$ cat src/rtl/muladd_issue_pkg.sv
// Shared definitions for the multiply-add requester/collector.
//  - operand / thread-id widths and packed request/result widths
//  - FSM state encoding (RUN / DRAIN / IDLE)
//  - request and result structs as carried through the hold register and result buffer
package muladd_issue_pkg;

  localparam int MA_OPW  = 64;
  localparam int MA_HTW  = 9;
  localparam int MA_REQW = 3*MA_OPW + MA_HTW;  // 201
  localparam int MA_RESW = MA_OPW + MA_HTW;    // 73

  typedef enum logic [1:0] {
    ST_RUN   = 2'd0,
    ST_DRAIN = 2'd1,
    ST_IDLE  = 2'd2
  } state_e;

  typedef struct packed {
    logic [MA_OPW-1:0] a;
    logic [MA_OPW-1:0] b;
    logic [MA_OPW-1:0] c;
    logic [MA_HTW-1:0] ht_id;
  } req_t;

  typedef struct packed {
    logic [MA_OPW-1:0] res;
    logic [MA_HTW-1:0] ht_id;
  } res_t;

endpackage

$ cat src/rtl/muladd_issue_fifo.sv
// Show-ahead result FIFO.
//  Ports:
//   ck, rst     clock, async active-high reset
//   push, din   write request / data (a push into a full FIFO without a same-cycle pop is dropped)
//   pop         read request, ignored while empty
//   dout, vld   head entry and its valid; dout reads 0 while empty
//   drop        pulses when a push was discarded because the FIFO was full
//  PIPE != 0: a pushed entry becomes visible the cycle after the push.
//  PIPE == 0: fall-through, a push into an empty FIFO is visible the same cycle.
module muladd_issue_fifo #(
  parameter int WIDTH = 73,
  parameter int DEPTH = 32,
  parameter int PIPE  = 1
) (
  input  logic             ck,
  input  logic             rst,
  input  logic             push,
  input  logic [WIDTH-1:0] din,
  input  logic             pop,
  output logic [WIDTH-1:0] dout,
  output logic             vld,
  output logic             drop
);

  localparam int AW = (DEPTH > 1) ? $clog2(DEPTH) : 1;
  localparam int NW = $clog2(DEPTH + 1);

  logic [WIDTH-1:0] mem [DEPTH];
  logic [AW-1:0]    wptr, rptr;
  logic [NW-1:0]    cnt;
  logic             empty, full, wr, rd;

  assign empty = (cnt == '0);
  assign full  = (cnt == NW'(DEPTH));

  generate
    if (PIPE != 0) begin : g_reg
      assign vld  = !empty;
      assign dout = empty ? '0 : mem[rptr];
      assign rd   = pop & !empty;
      assign wr   = push & (!full | rd);
    end else begin : g_ft
      // Push and pop of the same entry into an empty FIFO never touch storage.
      logic bypass;
      assign bypass = empty & push & pop;
      assign vld    = !empty | push;
      assign dout   = !empty ? mem[rptr] : (push ? din : '0);
      assign rd     = pop & !empty;
      assign wr     = push & (!full | rd) & !bypass;
    end
  endgenerate

  assign drop = push & full & !rd;

  always_ff @(posedge ck) begin
    if (wr) mem[wptr] <= din;
  end

  always_ff @(posedge ck or posedge rst) begin
    if (rst) begin
      wptr <= '0;
      rptr <= '0;
      cnt  <= '0;
    end else begin
      if (wr) wptr <= (wptr == AW'(DEPTH-1)) ? '0 : wptr + AW'(1);
      if (rd) rptr <= (rptr == AW'(DEPTH-1)) ? '0 : rptr + AW'(1);
      case ({wr, rd})
        2'b10:   cnt <= cnt + NW'(1);
        2'b01:   cnt <= cnt - NW'(1);
        default: cnt <= cnt;
      endcase
    end
  end

endmodule

$ cat src/rtl/muladd_issue.sv
// Requester/collector in front of the a+b*c multiply-add unit.
//  Thread side : i_req_* / o_req_rdy request handshake; o_res_* / i_res_rdy result return.
//  Unit side   : o_vld/o_a/o_b/o_c/o_htId issue push under i_rdy (unit not almost-full);
//                i_res_vld/i_res/i_res_htId results with no backpressure.
//  Control     : i_drain quiesce request, o_drained quiesced flag, o_err sticky protocol error.
//  Credits bound buffered + in-flight results to RES_DEPTH so the buffer never overflows
//  in correct operation; any overflow or orphan result is flagged on o_err.
module muladd_issue
  import muladd_issue_pkg::*;
#(
  parameter int RES_DEPTH = 32,
  parameter int CW        = 6
) (
  input  logic              ck,
  input  logic              rst,
  input  logic              i_req_vld,
  input  logic [MA_OPW-1:0] i_req_a,
  input  logic [MA_OPW-1:0] i_req_b,
  input  logic [MA_OPW-1:0] i_req_c,
  input  logic [MA_HTW-1:0] i_req_htId,
  output logic              o_req_rdy,
  output logic              o_vld,
  output logic [MA_OPW-1:0] o_a,
  output logic [MA_OPW-1:0] o_b,
  output logic [MA_OPW-1:0] o_c,
  output logic [MA_HTW-1:0] o_htId,
  input  logic              i_rdy,
  input  logic              i_res_vld,
  input  logic [MA_OPW-1:0] i_res,
  input  logic [MA_HTW-1:0] i_res_htId,
  output logic              o_res_vld,
  output logic [MA_OPW-1:0] o_res,
  output logic [MA_HTW-1:0] o_res_htId,
  input  logic              i_res_rdy,
  input  logic              i_drain,
  output logic              o_drained,
  output logic              o_err
);

  state_e          state, state_nxt;
  req_t            hold_q;
  logic            hold_vld;
  logic [CW-1:0]   credits, outstanding;
  logic            issue, accept, pop;
  logic            res_orphan, res_dec, cred_ovf, buf_drop;
  res_t            buf_din, buf_dout;

  // ---------------------------------------------------------------- request / issue
  assign issue     = hold_vld & i_rdy & (credits != '0);
  // Gated by rst so the ready reads 0 while reset is held.
  assign o_req_rdy = !rst & (state == ST_RUN) & (!hold_vld | issue);
  assign accept    = i_req_vld & o_req_rdy;

  always_ff @(posedge ck or posedge rst) begin
    if (rst) begin
      hold_vld <= 1'b0;
      hold_q   <= '0;
    end else if (accept) begin
      hold_vld <= 1'b1;
      hold_q   <= '{a: i_req_a, b: i_req_b, c: i_req_c, ht_id: i_req_htId};
    end else if (issue) begin
      hold_vld <= 1'b0;
    end
  end

  always_ff @(posedge ck or posedge rst) begin
    if (rst) begin
      o_vld  <= 1'b0;
      o_a    <= '0;
      o_b    <= '0;
      o_c    <= '0;
      o_htId <= '0;
    end else begin
      o_vld <= issue;
      if (issue) begin
        o_a    <= hold_q.a;
        o_b    <= hold_q.b;
        o_c    <= hold_q.c;
        o_htId <= hold_q.ht_id;
      end
    end
  end

  // ---------------------------------------------------------------- credits / outstanding
  assign pop        = o_res_vld & i_res_rdy;
  // A pop with nothing to give back means the buffer held an entry we never issued.
  assign cred_ovf   = pop & !issue & (credits == CW'(RES_DEPTH));
  assign res_orphan = i_res_vld & (outstanding == '0);
  assign res_dec    = i_res_vld & !res_orphan;

  always_ff @(posedge ck or posedge rst) begin
    if (rst) begin
      credits <= CW'(RES_DEPTH);
    end else if (issue & !pop) begin
      credits <= credits - CW'(1);
    end else if (pop & !issue & !cred_ovf) begin
      credits <= credits + CW'(1);
    end
  end

  always_ff @(posedge ck or posedge rst) begin
    if (rst) begin
      outstanding <= '0;
    end else if (issue & !res_dec) begin
      outstanding <= outstanding + CW'(1);
    end else if (res_dec & !issue) begin
      outstanding <= outstanding - CW'(1);
    end
  end

  // ---------------------------------------------------------------- result buffer
  assign buf_din = '{res: i_res, ht_id: i_res_htId};

  muladd_issue_fifo #(
    .WIDTH (MA_RESW),
    .DEPTH (RES_DEPTH),
    .PIPE  (1)
  ) u_res_buf (
    .ck   (ck),
    .rst  (rst),
    .push (i_res_vld),
    .din  (buf_din),
    .pop  (pop),
    .dout (buf_dout),
    .vld  (o_res_vld),
    .drop (buf_drop)
  );

  assign o_res      = buf_dout.res;
  assign o_res_htId = buf_dout.ht_id;

  always_ff @(posedge ck or posedge rst) begin
    if (rst) o_err <= 1'b0;
    else     o_err <= o_err | res_orphan | buf_drop | cred_ovf;
  end

  // ---------------------------------------------------------------- drain FSM
  always_ff @(posedge ck or posedge rst) begin
    if (rst) state <= ST_RUN;
    else     state <= state_nxt;
  end

  always_comb begin
    state_nxt = state;
    unique case (state)
      ST_RUN:   if (i_drain) state_nxt = ST_DRAIN;
      ST_DRAIN: begin
        if (!i_drain)
          state_nxt = ST_RUN;
        else if (!hold_vld && (outstanding == '0) && !o_res_vld)
          state_nxt = ST_IDLE;
      end
      ST_IDLE:  if (!i_drain) state_nxt = ST_RUN;
      default:  state_nxt = ST_RUN;
    endcase
  end

  // Registered from the next state so it tracks state==IDLE exactly, from a flop.
  always_ff @(posedge ck or posedge rst) begin
    if (rst) o_drained <= 1'b0;
    else     o_drained <= (state_nxt == ST_IDLE);
  end

endmodule
$ cat config.mk
export PLATFORM = sky130hd
export DESIGN_NAME = muladd_issue
export DESIGN_NICKNAME = d
export VERILOG_FILES = /design/src/rtl/muladd_issue_pkg.sv /design/src/rtl/muladd_issue_fifo.sv /design/src/rtl/muladd_issue.sv
export SDC_FILE = /design/constraint.sdc
export NUM_CORES = 2
export LEC_CHECK = 0
export CAP_MARGIN = 20
export CORE_MARGIN = 2
export CORE_UTILIZATION = 45
export CTS_BUF_LIST = sky130_fd_sc_hd__clkbuf_16
export DETAILED_ROUTE_END_ITERATION = 12
export GPL_TIMING_DRIVEN = 0
export MAX_ROUTING_LAYER = met4
export PLACE_DENSITY = 0.6
export SYNTH_ARGS = -nofsm -noshare
export SYNTH_HDL_FRONTEND = slang
export SYNTH_SLANG_ARGS = --single-unit
$ cat constraint.sdc
create_clock -name ck -period 22.2 [get_ports ck]
set_input_delay 4.44 -clock ck [delete_from_list [all_inputs] [get_ports ck]]
set_output_delay 4.44 -clock ck [all_outputs]
set_load 0.05 [all_outputs]
==> out/metrics.yaml <==
die:
  row_count: 177
  fp.dieArea_sq_um: 238000
  io-pin-count: 560
  die_y_um: 488
  start_util_pct: 45.3
  coreArea_sq_um: 233000
  die_x_um: 488
clock_network:
  postCtsHoldBufs: 0
  cts_setup_buffers: 0
  path_clk_slew_ps: 60
  clock-sinks: 2772
  cts_tree: "built"
  clock_latency_ps: 950
  clockBufferDepth: 4
  cts_buffers: 306
  cts-root-buf: "clkbuf_16"
  post_cts_resized: 0
  h-tree-depth: 5
status:
  status: "finished, final reports clean"
layout:
  multiInputGateArea_sq_um: 23400
  nNetsFinal: 6117
  ff_latch_area_sq_um: 81100
  fillCellCount: 17500
  drive_above_1_share_pct: 28.1
  area_delta_synth_final_pct: 22.0
  stdcell_count: 9216
synthesis:
  yosysWarningCount: 0
  synth_area_leaders: "edfxtp_1, mux4_2, dfrtp_1, mux2_4, mux2_2"
  synth_top_area_share_pct: 66.5
  ys_async_sr_fraction_pct: 15.7
  syn-instance-count: 4757
  syn_area_sq_um: 105000
  ys.flop_type: "edfxtp_1"
  avgSynthCellArea_sq_um: 22.2
  synth_top_area_cell: "edfxtp_1"
  synth.yosys.seq_area_share_pct: 76.8
  yosysUniqueCellTypes: 55
  synth_edf_count: 2336
  netlist_top_cells_count: "edfxtp_1, mux4_2, dfrtp_1"
  synth_most_common_cell: "edfxtp_1"
  syn-num-nets: 5053
  ys_seq_elements: 2772
setup_path:
  r2r_slack_ps: 18020
  max_stage_delay_ps: 940
  cp-start-kind: "input pin"
  rr_worst_depth: 12
  cp-end-kind: "primary output"
  critical_path_arrival_ps: 6690
  crit_top_cell: "clkdlybuf4s50_1"
  crit_chain: "clkdlybuf4s50_1 > o31ai_4 > a2111oi_2 > clkdlybuf4s50_1"
  cpMaxStageDelayCell: "clkdlybuf4s50_1"
  startpoint: "i_rdy"
  required_ps: 17760
  reg2reg_from: "credits[5]"
  r2r_end: "outstanding[5]"
  crit_end: "o_req_rdy"
  cp_max_fo: 2
  path_class: "in2out"
power:
  ir_drop_mv: 0.150
  power_density_nw_per_um2: 136
  leakagePower_nw: 43.4
timing:
  worstMarginPinSlew_ps: 1200
  hold_viol: 0
  timing.fmax_mhz: 89.9
  fin_tns_setup_ps: 0
  setup_violations: 0
  slew_viol_final: 0
  post-route-period-util_pct: 50.1
  period_needed_ps: 11130
  worst_clock_skew_ps: 77.0
  hold_slack_ps: 481
  rsz0062_at_grt: "no"
  relSlewSlack_pct: 19.9
placement:
  placed_cells: 8606
  gp_congestion: 0.804
  portBuffers: 558
  hpwlAfterDp_um: 209000
routing:
  wl_per_cell_um: 33.8
  drc: 0
  routed_wl_um: 311000
  routed_via_density: 5.95
  firstDrtPassIters: 7
  drt_iter0_drc: 6422
  vias: 54800
  antenna_left: 0
global_route:
  grt_max_degree: 116
  grt_pass1_wl_um: 429000
  grt.overflow.total: 0
  grt_pass1_vias: 55200
  gr-usage-all-layers_pct: 26.7
  antenna_found_initial: 44
worst_hold_path:
  min_from: "outstanding[5]"
  hold_path_class: "reg2reg"
job:
  maxCapViolations: 0
[report_power, final]
group          switching (mW)  internal [mW]
combinational            3.95           2.40
sequential              0.262           6.16
clock                    2.02           2.75
total                    6.23           11.3
[worst min-delay path by stage]
stage / to / slack, ps / cells after the start
floorplan: outstanding[5] / 450 / 1
global placement: hold_q[173] / 460 / 1
detailed placement: hold_q[183] / 470 / 1
CTS: hold_q[183] / 490 / 1
global route: o_b[57] / 500 / 1
finish: outstanding[5] / 480 / 1
[through the flow]
step                      worst slack (ps)  power (mW)  cell area [sq um]  utilization [%]
final                                11070        17.5             129000             55.3
after global routing                 11040        18.1             129000             55.3
after detailed placement             11040        12.9             118000             50.9
after CTS                            11030        17.6             128000             54.9
after floorplan                       5620        10.3             105000                -
after global placement               -27.3        12.7             115000             49.4
[state kept, by name, indices dropped and copies added, names as in the netlist]
signal and count:
u_res_buf.mem 2336, o_a 64, credits 6, o_vld 1
o_htId 9, state 2, u_res_buf.wptr 5, u_res_buf.rptr 5
u_res_buf.cnt 6, o_drained 1, o_b 64, o_c 64
hold_vld 1, outstanding 6, hold_q 201, o_err 1
[routing by layer]
| layer | vias up | wire length (um) | track usage, % |
|---|---|---|---|
| met4 | 0 | 12900 | 9.97 |
| met1 | 29400 | 121000 | 34.1 |
| li1 | 22000 | - | - |
| met2 | 2801 | 151000 | 42.4 |
| met5 | - | 0 | - |
| met3 | 600 | 26100 | 5.42 |
[kinds of logic after synthesis]
logic type                 Yosys count  share of synthesized area, %
DFF                               2772                          76.8
muxes                             1078                          18.3
AOI/OAI and AO/OA                  411                          2.56
buffers and inverters              271                          1.20
and+or+nand+nor                    195                         0.827
xor gates and xnor gates            15                         0.125
adders and majority gates           15                         0.185
[cell usage in the layout, fill, tap and decap left out, types with 9 or more instances in the layout]
cell type        synthesis  layout
a21oi_1                 11       9
a22o_1                  14      14
a22oi_1                 87      87
buf_1                   55      55
buf_12                   0     117
buf_16                   0      32
buf_2                   67      68
buf_6                   20      24
buf_8                    1      31
bufinv_16                0      19
clkbuf_1               121     119
clkbuf_16                0     321
clkdlybuf4s50_1          0     558
clkinv_1                 0      81
clkinv_2                 0      41
clkinvlp_4               0       9
dfrtp_1                435     435
diode_2                  0      40
edfxtp_1              2336    2336
ha_1                    14      14
inv_1                    7      62
mux2_1                  23      23
mux2_2                 204     204
mux2_4                 179     179
mux2i_1                 88      88
mux4_2                 584     584
nand2_1                 91      91
nor2_1                  48      16
nor2_4                   0      32
nor3_1                  10      10
o21ai_0                105     105
o22ai_1                118     118
o31ai_1                 59      59
[critical path, delay by kind of cell]
| family | cells | cell delay [ps] |
|---|---|---|
| buffers and inverters | 2 | 1530 |
| AO/OA/AOI/OAI | 2 | 710 |
[area by class of cell]
| class | instances | area share [%] |
|---|---|---|
| Clock buffer | 311 | 6.05 |
| Multi-Input combinational cell | 1714 | 18.2 |
| Buffer | 264 | 0.963 |
| Inverter | 7 | 0.0263 |
| Antenna cell | 40 | 0.0778 |
| Tap cell | 3132 | 3.05 |
| Sequential cell | 2772 | 63.0 |
| Timing Repair Buffer | 756 | 7.45 |
| Clock inverter | 220 | 1.18 |
(Power assumes the default switching activity.)
